[src/rtl/oled_frame_renderer.sv]
// Pong frame renderer for the SSD1306 streamer: emits 1024 page bytes per frame over valid/ready,
// with object positions snapshotted once per frame so a frame never tears.
module oled_frame_renderer #(
  parameter int BALL_SIZE = 2,
  parameter int PAD_W     = 2,
  parameter int PAD_H     = 12,
  parameter int PAD_L_X   = 2,
  parameter int PAD_R_X   = 124,
  parameter int NET_X     = 63,
  parameter bit NET_EN    = 1'b1
) (
  input  logic       clk_i,
  input  logic       rst_i,
  input  logic [6:0] ball_x_i,
  input  logic [5:0] ball_y_i,
  input  logic [5:0] pad_l_y_i,
  input  logic [5:0] pad_r_y_i,
  output logic [7:0] byte_o,
  output logic       byte_valid_o,
  input  logic       byte_ready_i,
  output logic       frame_start_o,
  output logic       frame_done_o
);

  // state    | meaning
  // S_IDLE   | just out of reset, snapshot positions
  // S_LOAD   | present byte 0 of the first frame
  // S_STREAM | stream bytes, wrap and re-snapshot after byte 1023
  typedef enum logic [1:0] {S_IDLE, S_LOAD, S_STREAM} state_t;

  state_t      state_q, state_d;
  logic [9:0]  idx_q, idx_d;
  logic [7:0]  byte_q, byte_d;
  logic        valid_q, valid_d, start_q, start_d, done_q, done_d;
  logic [6:0]  sh_bx_q, sh_bx_d;
  logic [5:0]  sh_by_q, sh_by_d, sh_ly_q, sh_ly_d, sh_ry_q, sh_ry_d;

  logic        accept, last, use_inputs;
  logic [9:0]  idx_inc, rend_idx;
  logic [6:0]  rend_bx;
  logic [5:0]  rend_by, rend_ly, rend_ry;
  logic [7:0]  rend_byte;

  // Bounds use 8-bit arithmetic so objects near the right/bottom edge clip instead of wrapping.
  function automatic logic [7:0] render(input logic [9:0] idx, input logic [6:0] bx,
                                        input logic [5:0] by, input logic [5:0] ly,
                                        input logic [5:0] ry);
    logic [7:0] c, y, bx8, by8, ly8, ry8, r;
    logic       ball, padl, padr, net;
    c   = {1'b0, idx[6:0]};
    bx8 = {1'b0, bx};
    by8 = {2'b00, by};
    ly8 = {2'b00, ly};
    ry8 = {2'b00, ry};
    r   = '0;
    for (int b = 0; b < 8; b++) begin
      y    = {2'b00, idx[9:7], 3'(b)};
      ball = (c >= bx8) && (c < bx8 + 8'(BALL_SIZE)) && (y >= by8) && (y < by8 + 8'(BALL_SIZE));
      padl = (c >= 8'(PAD_L_X)) && (c < 8'(PAD_L_X + PAD_W)) && (y >= ly8) && (y < ly8 + 8'(PAD_H));
      padr = (c >= 8'(PAD_R_X)) && (c < 8'(PAD_R_X + PAD_W)) && (y >= ry8) && (y < ry8 + 8'(PAD_H));
      net  = NET_EN && (c == 8'(NET_X)) && !y[2];
      r[b] = ball | padl | padr | net;
    end
    return r;
  endfunction

  always_ff @(posedge clk_i) begin
    if (rst_i) state_q <= S_IDLE;
    else       state_q <= state_d;
  end

  always_comb begin
    state_d = state_q;
    case (state_q)
      S_IDLE:   state_d = S_LOAD;
      S_LOAD:   state_d = S_STREAM;
      S_STREAM: state_d = S_STREAM;
      default:  state_d = S_IDLE;
    endcase
  end

  assign accept     = valid_q & byte_ready_i;
  assign last       = (idx_q == 10'd1023);
  assign idx_inc    = idx_q + 10'd1;
  // On the final accept the next frame's byte 0 must come from the fresh snapshot.
  assign use_inputs = (state_q == S_STREAM) && last;
  assign rend_idx   = (state_q == S_STREAM) ? idx_inc : 10'd0;
  assign rend_bx    = use_inputs ? ball_x_i  : sh_bx_q;
  assign rend_by    = use_inputs ? ball_y_i  : sh_by_q;
  assign rend_ly    = use_inputs ? pad_l_y_i : sh_ly_q;
  assign rend_ry    = use_inputs ? pad_r_y_i : sh_ry_q;
  assign rend_byte  = render(rend_idx, rend_bx, rend_by, rend_ly, rend_ry);

  always_comb begin
    idx_d   = idx_q;
    byte_d  = byte_q;
    valid_d = valid_q;
    start_d = start_q;
    done_d  = 1'b0;
    sh_bx_d = sh_bx_q;
    sh_by_d = sh_by_q;
    sh_ly_d = sh_ly_q;
    sh_ry_d = sh_ry_q;
    case (state_q)
      S_IDLE: begin
        sh_bx_d = ball_x_i;
        sh_by_d = ball_y_i;
        sh_ly_d = pad_l_y_i;
        sh_ry_d = pad_r_y_i;
      end
      S_LOAD: begin
        idx_d   = 10'd0;
        byte_d  = rend_byte;
        valid_d = 1'b1;
        start_d = 1'b1;
      end
      S_STREAM: begin
        if (accept) begin
          idx_d  = idx_inc;
          byte_d = rend_byte;
          if (last) begin
            sh_bx_d = ball_x_i;
            sh_by_d = ball_y_i;
            sh_ly_d = pad_l_y_i;
            sh_ry_d = pad_r_y_i;
            done_d  = 1'b1;
            start_d = 1'b1;
          end else begin
            start_d = 1'b0;
          end
        end
      end
      default: ;
    endcase
  end

  always_ff @(posedge clk_i) begin
    if (rst_i) begin
      idx_q   <= '0;
      byte_q  <= '0;
      valid_q <= 1'b0;
      start_q <= 1'b0;
      done_q  <= 1'b0;
      sh_bx_q <= '0;
      sh_by_q <= '0;
      sh_ly_q <= '0;
      sh_ry_q <= '0;
    end else begin
      idx_q   <= idx_d;
      byte_q  <= byte_d;
      valid_q <= valid_d;
      start_q <= start_d;
      done_q  <= done_d;
      sh_bx_q <= sh_bx_d;
      sh_by_q <= sh_by_d;
      sh_ly_q <= sh_ly_d;
      sh_ry_q <= sh_ry_d;
    end
  end

  assign byte_o        = byte_q;
  assign byte_valid_o  = valid_q;
  assign frame_start_o = start_q;
  assign frame_done_o  = done_q;

endmodule

[config.mk]
export PLATFORM = sky130hd
export DESIGN_NAME = oled_frame_renderer
export DESIGN_NICKNAME = d
export VERILOG_FILES = /design/src/rtl/oled_frame_renderer.sv
export SDC_FILE = /design/constraint.sdc
export NUM_CORES = 1
export LEC_CHECK = 0
export ABC_AREA = 1
export CAP_MARGIN = 10
export CORE_ASPECT_RATIO = 1.1
export CORE_MARGIN = 3
export CORE_UTILIZATION = 64
export CTS_CLUSTER_SIZE = 28
export DETAILED_ROUTE_END_ITERATION = 12
export HOLD_SLACK_MARGIN = 0.03
export PLACE_DENSITY_LB_ADDON = 0.12
export RECOVER_POWER = 100
export SLEW_MARGIN = 20
export SYNTH_ARGS = -nofsm -noshare
export SYNTH_HDL_FRONTEND = slang
export SYNTH_SLANG_ARGS = --single-unit
[constraint.sdc]
create_clock -name clk_i -period 4.1 [get_ports clk_i]
set_input_delay 1.025 -clock clk_i [delete_from_list [all_inputs] [get_ports clk_i]]
set_output_delay 1.025 -clock clk_i [all_outputs]
set_load 0.005 [all_outputs]
# Yosys cells after proc, flatten, opt, wreduce, memory -nomap -nowiden
# Cells that the tools add are included.
[word_totals]
regBits = 48
input_bits = 28
output_inout_bits = 11
wordCells = 182
[op_classes]
addsub = 5
n_lt_le_gt_ge = 54
n_eq_ne = 6
mux = 25
n_bitwise = 23
n_reduce_logical = 59
[op_table]
columns = ["op", "n"]
rows = [
  ["< comparator 6 x 8 -> 1 bit", 21],
  ["greater-or-equal comparator 6 bit", 24],
  ["two-way mux 6 bit", 9],
  ["logical AND 1 bit", 52],
  ["one-hot mux 6 bit (2 select lines)", 3],
  ["< comparator 6 x 7 -> 1 bit", 3],
  ["two-way mux 7 bit", 3],
  ["two-way mux 10 bit", 2],
  ["OR 1 bit", 20],
  ["one-hot mux 10 bit (2 select lines)", 1],
  ["one-hot mux 8 bit (2 select lines)", 1],
  ["adder 6 x 4 -> 7 bit (second input constant)", 2],
  ["one-hot mux 7 bit (2 select lines)", 1],
  ["adder 10 x 1 -> 10 bit (second input constant)", 1],
  ["equality test 10 bit (second input constant)", 1],
  ["adder 7 x 2 -> 8 bit (second input constant)", 1],
  ["< comparator 7 x 8 -> 1 bit", 1],
  ["two-way mux 8 bit", 1],
  ["adder 6 x 2 -> 7 bit (second input constant)", 1],
  ["equality test 7 x 6 -> 1 bit (second input constant)", 1],
  ["greater-or-equal comparator 7 x 2 -> 1 bit (second input constant)", 1],
  ["greater-or-equal comparator 7 bit", 1],
  ["greater-or-equal comparator 7 bit (second input constant)", 1],
  ["< comparator 7 x 3 -> 1 bit (second input constant)", 1],
  ["other kinds (15)", 19],
]

# Depth between registers and ports, before layout
# Gate-level depths: netlist of the first run.
[logic_depth]
word_depth = 13
ltp_mapped = 24
depth_no_buf = 23

# Worst setup path before layout of the first run
# No wires, ideal clock.
[synth_path]
path_type = "in2reg"
start = "input port ball_y_i[2]"
end = "register byte_q[5], in the netlist byte_o[5]"
setup_ns = 0.117
arrival_ns = 2.700
t_required_ns = 3.983
path_slack_ns = 1.283
path_stages = 15
n_path_buf = 0
path_cell_list = "o21ai_4 -> inv_1 -> ha_1 -> xor2_1 -> inv_1 -> ha_1 -> inv_1 -> nor2_1 -> nor2_1 -> o21ai_0 -> nand3_1 -> nand3_1 -> nor2_1 -> nor2_1 -> nor2_1"
[synth_via]
elab_chain_len = 8
word_cells_on_any_way = 10
cone_classes = "add/sub: 1; order compare: 2; mux: 3; bitwise: 2; reduce/logical: 2"
[synth_lines]
columns = ["element", "line", "rtl"]
rows = [
  ["from (decl)", "15", "input logic [5:0] ball_y_i,"],
  ["two-way mux 6 bit *", "89", "assign rend_by = use_inputs ? ball_y_i : sh_by_q;"],
  ["adder 6 x 2 -> 7 bit or greater-or-equal comparator 6 bit (tied branches)", "58", "ball = (c >= bx8) && (c < bx8 + 8'(BALL_SIZE)) && (y >= by8) && (y < by8 + 8'(BALL_SIZE));"],
  ["< comparator 6 x 8 -> 1 bit or logical AND 1 bit (tied branches)", "58", ""],
  ["logical AND 1 bit *", "58", ""],
  ["OR 1 bit * (2 in a row)", "62", "r[b] = ball | padl | padr | net;"],
  ["two-way mux 8 bit", "118", "if (accept) begin"],
  ["one-hot mux 8 bit (2 select lines) *", "104", "case (state_q)"],
  ["to (signal assigned)", "150", "byte_q <= byte_d;"],
  ["to (decl)", "33", "logic [7:0] byte_q, byte_d;"],
]
# Every way passes the cells marked *; elsewhere a longest branch is shown, timed or not. The select of a mux whose other input is x is not followed.
# A chain may end at the register's enable or synchronous reset.

# Worst setup path after layout of the first run
[layout_path]
start = "register idx_q[0]"
end = "register byte_q[5], in the netlist byte_o[5]"
[layout_via]
elab_chain_len = 12
word_cells_on_any_way = 37
cone_classes = "add/sub: 5; order compare: 12; eq/ne: 1; mux: 7; bitwise: 2; reduce/logical: 10"
[layout_lines]
columns = ["element", "line", "rtl"]
rows = [
  ["from (decl)", "32", "logic [9:0] idx_q, idx_d;"],
  ["from (signal assigned)", "149", "idx_q <= idx_d;"],
  ["equality test 10 bit", "83", "assign last = (idx_q == 10'd1023);"],
  ["logical AND 1 bit", "86", "assign use_inputs = (state_q == S_STREAM) && last;"],
  ["two-way mux 7 bit", "88", "assign rend_bx = use_inputs ? ball_x_i : sh_bx_q;"],
  ["adder 7 x 2 -> 8 bit", "58", ""],
  ["< comparator 7 x 8 -> 1 bit", "58", ""],
  ["logical AND 1 bit (3 in a row)", "58", ""],
  ["OR 1 bit", "62", ""],
  ["OR 1 bit *", "62", ""],
  ["two-way mux 8 bit", "118", ""],
  ["one-hot mux 8 bit (2 select lines) *", "104", ""],
]
# Marked as above.

==> results of run 1 <==
==> state kept, by name, indices dropped and copies added (netlist names), 2 cells and up <==
register / flops
idx_q: 10
byte_o: 8
sh_bx_q: 7
sh_by_q: 6
sh_ly_q: 6
sh_ry_q: 6
state_q: 2
==> final timing paths <==
check	startpoint	end	slack, ps	cells after the start
hold reg to reg	sh_ly_q[3]	sh_ly_q[3]	460	2
setup reg to reg	idx_q[0]	byte_o[5]	570	20
setup / recovery	idx_q[0]	byte_o[5]	570	20
hold / removal	sh_ly_q[3]	sh_ly_q[3]	460	2
==> power by group through the flow <==
stage	clock network, uW	registers, uW	logic [uW]
floorplan	0	609	894
global placement	0	614	1140
detailed placement	0	617	1190
CTS	328	607	1200
global route	341	618	1380
finish	322	608	1200
==> layout make-up <==
type,count,area share
clock buffer,6,0.0164
sequential,48,0.191
multi-input combinational,567,0.608
clock inverter,2,0.00273
inverter,102,0.0765
tap,82,0.0204
timing repair buffer,46,0.0854
==> synth_stat cells <==
master,count,area share
a211oi_1,1,0.0017
a21boi_0,1,0.0017
a21o_1,4,0.0066
a21oi_1,52,0.058
a21oi_2,5,0.0097
a21oi_4,1,0.0036
a31oi_1,3,0.0042
buf_2,3,0.0033
buf_4,2,0.0033
buf_6,3,0.0075
clkbuf_1,14,0.012
dfxtp_1,48,0.21
fa_1,2,0.0089
ha_1,45,0.12
inv_1,99,0.082
inv_2,2,0.0017
inv_4,1,0.0014
nand2_1,195,0.16
nand2_2,5,0.0069
nand3_1,61,0.068
nand3_2,3,0.0066
nand4_1,1,0.0014
nand4_4,1,0.0047
nor2_1,81,0.067
nor2_2,5,0.0069
nor2_4,2,0.0050
nor3_1,2,0.0022
o211ai_1,1,0.0017
o21a_1,1,0.0017
o21ai_0,67,0.074
o21ai_1,8,0.0089
o21ai_2,7,0.014
o21ai_4,2,0.0072
o21bai_1,2,0.0033
or2_2,2,0.0028
xnor2_1,2,0.0039
xor2_1,5,0.0097
==> cells by family (layout without fill, tap and decap cells) <==
logic type      count (synthesis)  count (layout)  share of synthesized area
compound gates                155             155                      0.196
flops                          48              48                      0.213
simple gates                  358             358                      0.334
xor+xnor                        7               7                     0.0136
fa+ha+maj                      47              47                      0.134
buf+inv                       124             156                      0.111
==> metrics by stage <==
stage	cells	total power [uW]
finish	853	2130
global route	853	2340
CTS	853	2130
detailed placement	845	1800
global placement	845	1760
floorplan	739	1500
==> layer usage <==
metal | routed length [um] | part of all wire | track usage | up-vias
met5 | 0 | 0 | 0 | -
li1 | - | - | - | 2437
met1 | 4910 | 0.43 | 0.344 | 2153
met2 | 5540 | 0.48 | 0.535 | 163
met4 | 416 | 0.036 | 0.148 | 0
met3 | 599 | 0.052 | 0.0465 | 41
==> critical path, stage by stage (launching register included) <==
cell and delay (ps):
dfxtp_1 410, ha_1 190, nand2_1 120, nor2_4 150, nand4_4 310, clkbuf_2 340
o21ai_4 230, inv_1 110, ha_1 250, xor2_1 200, inv_1 60, ha_1 280
inv_1 40, nor2_1 190, nor2_1 110, o21ai_0 90, nand3_1 90, nand3_1 70
nor2_1 40, nor2_1 90, nor2_1 40
==> reports/qor.yml, run 1 <==
outcome: "complete, but fails checks"
violations: "capacitance limit, slew limit"
critPathLaunchType: "flop"
p_switching_uw: 999
period_needed_ps: 3530
final_area_mm2: 0.00504
fillers: 586
internal_power_uw: 1130
finalHoldViolCount: 0
drc: 0
clkPwrFrac: 0.151
max_slew_margin: -0.0587
nets: 845
synth_nets: 814
area_growth_syn_to_layout_pct: 11.6
slew_violations: 41
die-area_mm2: 0.00810
clock_path_buffers: 2
cts_hold_buf: 0
register_area_um2: 961
rows: 31
root_buffer: "clkbuf_8"
grt_pass1_wl_um: 19900
p_leak_uw: 0.00260
cts_tree: "built"
switching_share: 0.470
dr.pass1.iters: 6
final_util: 0.751
multi_input_area_mm2: 0.00306
cts_buffers: 5
grtUsageTotal: 0.300
layout_common_cells: "nand2_1, inv_1, nor2_1"
ctsResizeCount: 0
finalSetupViolations: 0
fmax_ghz: 0.283
dpl_cell_area_mm2: 0.00495
drt_iter0_markers: 279
start_util: 0.673
wirelength_um: 11500
avgSynthCellArea_um2: 6.11
worstMarginPinSlew_ps: 1590
fin_hold_ws_ps: 462
grt_pass1_vias: 4749
drtAntennaViolNets: 0
cp.arrival_ps: 3740
final_layout_size_suffix_gt1_frac: 0.0649
pre_cts_ws_ps: 597
cts_sinks: 48
critPathRequiredTime_ps: 4310
synth.distinct_cells: 37
synth_cells: 739
cts.clk_slew.worst_paths_ps: 100
clk_latency_ps: 320
power_frac_comb: 0.562
die_h_um: 94.1
fin_crit_sh: 0.862
drv_cap: 1
p_seq_frac: 0.286
ys_seq_area_frac: 0.213
port_buffers: 38
viasPerCell: 5.62
ios: 39
grt_max_degree: 41
hold_path.class: "reg2reg"
yosys_warnings: 0
power.density_cell_area_mw_per_mm2: 422
crit_path_max_fanout: 19
worstSetupPathType: "reg2reg"
wire_per_inst_um: 13.4
netlist_area_mm2: 0.00452
vias: 4794
hpwl_um: 8770
mostFrequentLayoutCell: "nand2_1"
fin_ws_ps: 567
core-area_mm2: 0.00671
n_antenna_cell: 0
endpoint_kind: "flop"
rsz0062_at_grt: "false"
cts_setup_buffers: 0
antenna_found_initial: 0
final.setup.tns_ps: 0
grt-ovfl-total: 0
ir_worst_vdd_uv: 259
gp_routability_congestion: 0.981
yosys_register_bits: 48
skew_ps: 8.48
h-tree-depth: 2
dieWidth_um: 86.1
Note: power is estimated with default switching activity, not from simulation.
==> inputs of run 2 (changes only) <==
CAP_MARGIN = 20   (was 10)
CORE_ASPECT_RATIO = 0.8   (was 1.1)
CORE_UTILIZATION = 41   (was 64)
==> reports/qor.yml, run 2 (synthesis gave the netlist of run 1 again) <==
area_growth_syn_to_layout_pct: 15.2
root_buffer: "clkbuf_16"
p_leak_uw: 0.00264  # +1.7%
die_h_um: 99.9  # +6.1%
start_util: 0.431  # -0.242
cts.clk_slew.worst_paths_ps: 70  # -30 ps
ios: 39  # unchanged
skew_ps: 5.98  # -2.51 ps
nets: 847  # +0.24%
fillers: 1081  # +84%
slew_violations: 0  # -100%
critPathRequiredTime_ps: 4280  # -30 ps
grt_pass1_vias: 4153  # -13%
worstMarginPinSlew_ps: 921  # -667 ps
ctsResizeCount: 0  # unchanged
largest_reg_flops: 10  # unchanged
endpoint_kind: "flop"
cts_sinks: 48  # unchanged
crit_slowest_cell: "dfxtp_1"
viasPerCell: 5.07  # -9.7%
fmax_ghz: 0.284  # +0.37%
multi_input_area_mm2: 0.00306  # about the same
grt-ovfl-total: 0  # unchanged
ir_worst_vdd_uv: 238  # -8.1%
cts_buffers: 5  # unchanged
layout_common_cells: "nand2_1, inv_1, nor2_1"
grtUsageTotal: 0.200  # -0.0999
crit_path_max_fanout: 16  # -3
hpwl_um: 9470  # +7.9%
rsz0062_at_grt: "false"
wire_per_inst_um: 13.1  # -2.2%
grt_max_degree: 33  # -20%
cts_tree: "built"
max_slew_margin: 0.386  # +0.445
gp_routability_congestion: 0.911  # -7.1%
power.density_cell_area_mw_per_mm2: 444  # +5.3%
mostFrequentLayoutCell: "nand2_1"
core-area_mm2: 0.0105  # +56%
r2r_start: "idx_q[0]"
path_common_cell: "nand2_1"
hp-start: "sh_bx_q[4]"
final.setup.tns_ps: 0  # unchanged
dieWidth_um: 123  # +43%
drc: 0  # unchanged
port_buffers: 38  # unchanged
dr.pass1.iters: 5  # -1
grt_pass1_wl_um: 19900  # -0.24%
register_area_um2: 961  # unchanged
antenna_found_initial: 0  # unchanged
critPathLaunchType: "flop"
die-area_mm2: 0.0123  # +52%
cts_setup_buffers: 0  # unchanged
wirelength_um: 12000  # +4.7%
rows: 33  # +6.5%
whs_path_depth: 2  # unchanged
hold_path.class: "reg2reg"
min_delay_worst_endpoint: "sh_bx_q[4]"
fin_crit_sh: 0.859  # -0.00315
crit_chain: "ha_1 -> nand2_1 -> nor2_4 -> nand4_4 -> clkbuf_2 -> nand2_1 -> nand2_1 -> nand2_1 -> nand2_1 -> xor2_1 -> ha_1 -> nand2_1 -> nor2_1 -> nand2_1 -> nand3_1 -> nand3_1 -> nor2_1 -> nor2_1"
h-tree-depth: 2  # unchanged
r2r_cells: 18  # -10%
period_needed_ps: 3520  # -12.9 ps
top_register: "idx_q"
p_total_uw: 2310  # +8.8%
n_antenna_cell: 0  # unchanged
cp.arrival_ps: 3700  # -40 ps
vias: 4631  # -3.4%
cts_hold_buf: 0  # unchanged
finalSetupViolations: 0  # unchanged
finalHoldViolCount: 0  # unchanged
clock_path_buffers: 2  # unchanged
r2r_end: "byte_o[5]"
drt_iter0_markers: 287  # +2.9%
clk_latency_ps: 300  # -20 ps
cp_slowest_stage_delay_ps: 400  # about the same
worstSetupPathType: "reg2reg"
final_layout_size_suffix_gt1_frac: 0.0660  # +0.00113
r2r_setup_slack_ps: 580  # about the same
drv_cap: 0  # -1
outcome: "completed"
drtAntennaViolNets: 0  # unchanged
[run 2: changes by cell type in the layout (fill, tap and decap cells not counted), sizes merged]
cell,change
bufinv,+1
buf,+2
inv,-1
[run 2: stage by stage]
step | instances | setup slack [ps] | area, um^2 | hold slack [ps] | util
after floorplan | 739 | 1280 | 4520 | 425 | -
after global placement | 905 | 640 | 5040 | 437 | 0.481
after detailed placement | 905 | 552 | 5040 | 441 | 0.481
after CTS | 913 | 644 | 5220 | 452 | 0.498
after global routing | 913 | 188 | 5200 | 477 | 0.496
final | 913 | 580 | 5200 | 452 | 0.496
[run 2: worst max path at each step]
stage / start / end / slack (ps) / cells past startpoint
after floorplan: ball_y_i[2] / byte_o[5] / 1280 / 15
after global placement: ball_y_i[2] / byte_o[5] / 640 / 16
after detailed placement: ball_y_i[2] / byte_o[5] / 550 / 16
after CTS: idx_q[0] / byte_o[5] / 640 / 20
after global routing: idx_q[0] / byte_o[5] / 190 / 18
final: idx_q[0] / byte_o[5] / 580 / 18
[run 2: area by class of cell]
cell class	count	area share
sequential	48	0.185
multi-input combinational	567	0.588
clock buffer	6	0.0267
clock inverter	2	0.00745
timing repair buffer	48	0.0856
tap	140	0.0337
inverter	102	0.0740
[run 2: worst max-delay path: cells and delay by family (launching register included)]
kind | cells | cell delay [ps]
XOR/XNOR | 1 | 150
adder cells (fa/ha/maj) | 2 | 480
AND/OR/NAND/NOR | 14 | 1980
flip-flops | 1 | 400
buffers and inverters | 1 | 370
[run 2: report_power, final]
part	switching, uW	internal, uW	leakage, uW
Combinational	772	431	0.00216
Clock	199	306	0.0000871
Sequential	44.6	560	0.000397
Total	1020	1300	0.00264
[run 2: routing by layer]
layer / track usage / part of all wire / routed length (um) / vias to the layer above
li1: - / - / - / 2445
met1: 0.282 / 0.50 / 6020 / 2056
met2: 0.321 / 0.44 / 5240 / 121
met3: 0.0327 / 0.052 / 618 / 9
met4: 0.0468 / 0.010 / 125 / 0
met5: 0 / 0 / 0 / -
==> inputs of run 3 (changes only) <==
ABC_AREA = unset   (was 1)
CORE_MARGIN = 4   (was 3)
==> reports/qor.yml, run 3 <==
final.setup.tns_ps: 0  # unchanged
grt_pass1_vias: 4621  # +11%
clock_path_buffers: 2  # unchanged
whs_path_depth: 2  # unchanged
ir_worst_vdd_uv: 175  # -26%
power.density_cell_area_mw_per_mm2: 373  # -16%
rsz0062_at_grt: "false"
h-tree-depth: 2  # unchanged
async_flop_share: 0  # unchanged
ys_seq_area_frac: 0.202  # -0.0104
critPathLaunchType: "flop"
max_slew_margin: 0.220  # -0.166
synth_edf_count: 0  # unchanged
cts_hold_buf: 0  # unchanged
period_needed_ps: 3890  # +374 ps
start_util: 0.428  # -0.00303
top_register: "idx_q"
synth_nets: 695  # -15%
drt_iter0_markers: 283  # -1.4%
synth.distinct_cells: 76  # +110%
vias: 4842  # +4.6%
drv_cap: 0  # unchanged
worstMarginPinSlew_ps: 1160  # +237 ps
fin_crit_sh: 0.950  # +0.0912
fillers: 1106  # +2.3%
drc: 0  # unchanged
port_buffers: 38  # unchanged
grt_pass1_wl_um: 24200  # +22%
yosys_register_bits: 48  # unchanged
ios: 39  # unchanged
skew_ps: 4.87  # -1.11 ps
final_layout_size_suffix_gt1_frac: 0.107  # +0.0412
fin_hold_ws_ps: 457  # +5.32 ps
gp_routability_congestion: 0.892  # -2.1%
cp.arrival_ps: 4080  # +380 ps
die-area_mm2: 0.0134  # +8.6%
synth_largest_area_cell: "dfxtp_1"
largest_reg_flops: 10  # unchanged
wire_per_inst_um: 18.3  # +40%
rows: 34  # +3.0%
cts_tree: "built"
clk_latency_ps: 300  # about the same
antenna_found_initial: 0  # unchanged
fmax_ghz: 0.257  # -9.6%
endpoint_kind: "flop"
cts_setup_buffers: 0  # unchanged
r2r_cells: 16  # -2
netlist_area_mm2: 0.00475  # +5.1%
cts.clk_slew.worst_paths_ps: 70  # about the same
p_leak_uw: 0.00232  # -12%
hold_path.class: "reg2reg"
grt_max_degree: 46  # +39%
dr.pass1.iters: 5  # unchanged
cts_buffers: 5  # unchanged
grt-ovfl-total: 0  # unchanged
nets: 746  # -12%
wirelength_um: 15000  # +25%
outcome: "completed"
finalHoldViolCount: 0  # unchanged
drtAntennaViolNets: 0  # unchanged
finalSetupViolations: 0  # unchanged
register_area_um2: 962  # +0.13%
mostFrequentLayoutCell: "nand2_1"
ctsResizeCount: 0  # unchanged
hpwl_um: 11600  # +22%
synth-main-ff-cell: "dfxtp_1"
area_growth_syn_to_layout_pct: 17.8
cts_sinks: 48  # unchanged
dieWidth_um: 128  # +4.0%
synth_common_cells: "nand2_1, a21oi_1, dfxtp_1"
synth.most_common_cell: "nand2_1"
ys_top_cells_by_area: "dfxtp_1, ha_1, nand2_1"
synth_top_area_frac: 0.202  # -0.0104
slew_violations: 0  # unchanged
yosys_warnings: 0  # unchanged
avgSynthCellArea_um2: 7.66  # +25%
die_h_um: 104  # +4.4%
viasPerCell: 5.93  # +17%
layout_common_cells: "nand2_1, a21oi_1, dfxtp_1"
n_antenna_cell: 0  # unchanged
core-area_mm2: 0.0111  # +5.9%
synth_cells: 620  # -16%
worstSetupPathType: "reg2reg"
crit_path_max_fanout: 11  # -5
multi_input_area_mm2: 0.00353  # +15%
critPathRequiredTime_ps: 4280  # about the same
grtUsageTotal: 0.223  # +0.0224
root_buffer: "clkbuf_16"
-- run 3: cells by family after synthesis --
group | share of synthesized area
muxes | 0.0627
xor gates and xnor gates | 0.0332
adders and majority gates | 0.129
buffers and inverters | 0.0535
DFF | 0.202
AOI/OAI and AO/OA | 0.256
and+or+nand+nor | 0.263
-- run 3: cell type report --
type / instances / area share
sequential: 48 / 0.172
multi-input combinational: 520 / 0.631
timing repair buffer: 74 / 0.115
inverter: 22 / 0.0148
clock buffer: 5 / 0.0224
tap: 144 / 0.0322
clock inverter: 3 / 0.0123
-- run 3: path summary, 6_finish.rpt --
kind | startpoint | to | slack, ps
setup reg to reg | idx_q[1] | byte_o[6] | 210
hold / removal | sh_bx_q[0] | sh_bx_q[0] | 460
hold reg to reg | sh_bx_q[0] | sh_bx_q[0] | 460
setup / recovery | idx_q[1] | byte_o[6] | 210
-- run 3: stage by stage --
stage          instances  power [uW]  setup slack [ps]   util  area, um^2
3_3_place_gp         807        1530               214  0.487        5410
4_1_cts              816        2110               170  0.506        5620
3_5_place_dp         808        1540               191  0.488        5420
6_report             816        2090               206  0.504        5600
2_1_floorplan        620        1220               279      -        4750
5_1_grt              816        2230              4.74  0.504        5600
-- run 3: power breakdown --
part | switching [uW] | internal (uW) | total, uW
registers | 60.9 | 531 | 592
clock network | 208 | 353 | 561
logic | 554 | 382 | 936
total | 823 | 1270 | 2090
-- run 3: metal layers --
metal / part of all wire / global-route usage
met1: 0.50 / 0.331
met2: 0.43 / 0.336
met3: 0.060 / 0.0313
met4: 0.015 / 0.0523
met5: 0 / 0
-- run 3: critical path: stages, from the launching register on --
cell	delay, ps
dfxtp_1	470
ha_1	270
clkbuf_2	240
and3_1	330
nand3_4	220
or3_1	350
o31ai_1	110
nor2_1	100
xor2_1	160
ha_1	320
and3_1	160
o41ai_1	60
a21oi_1	260
a21oi_1	120
a31o_2	250
a221oi_2	260
o31ai_1	100
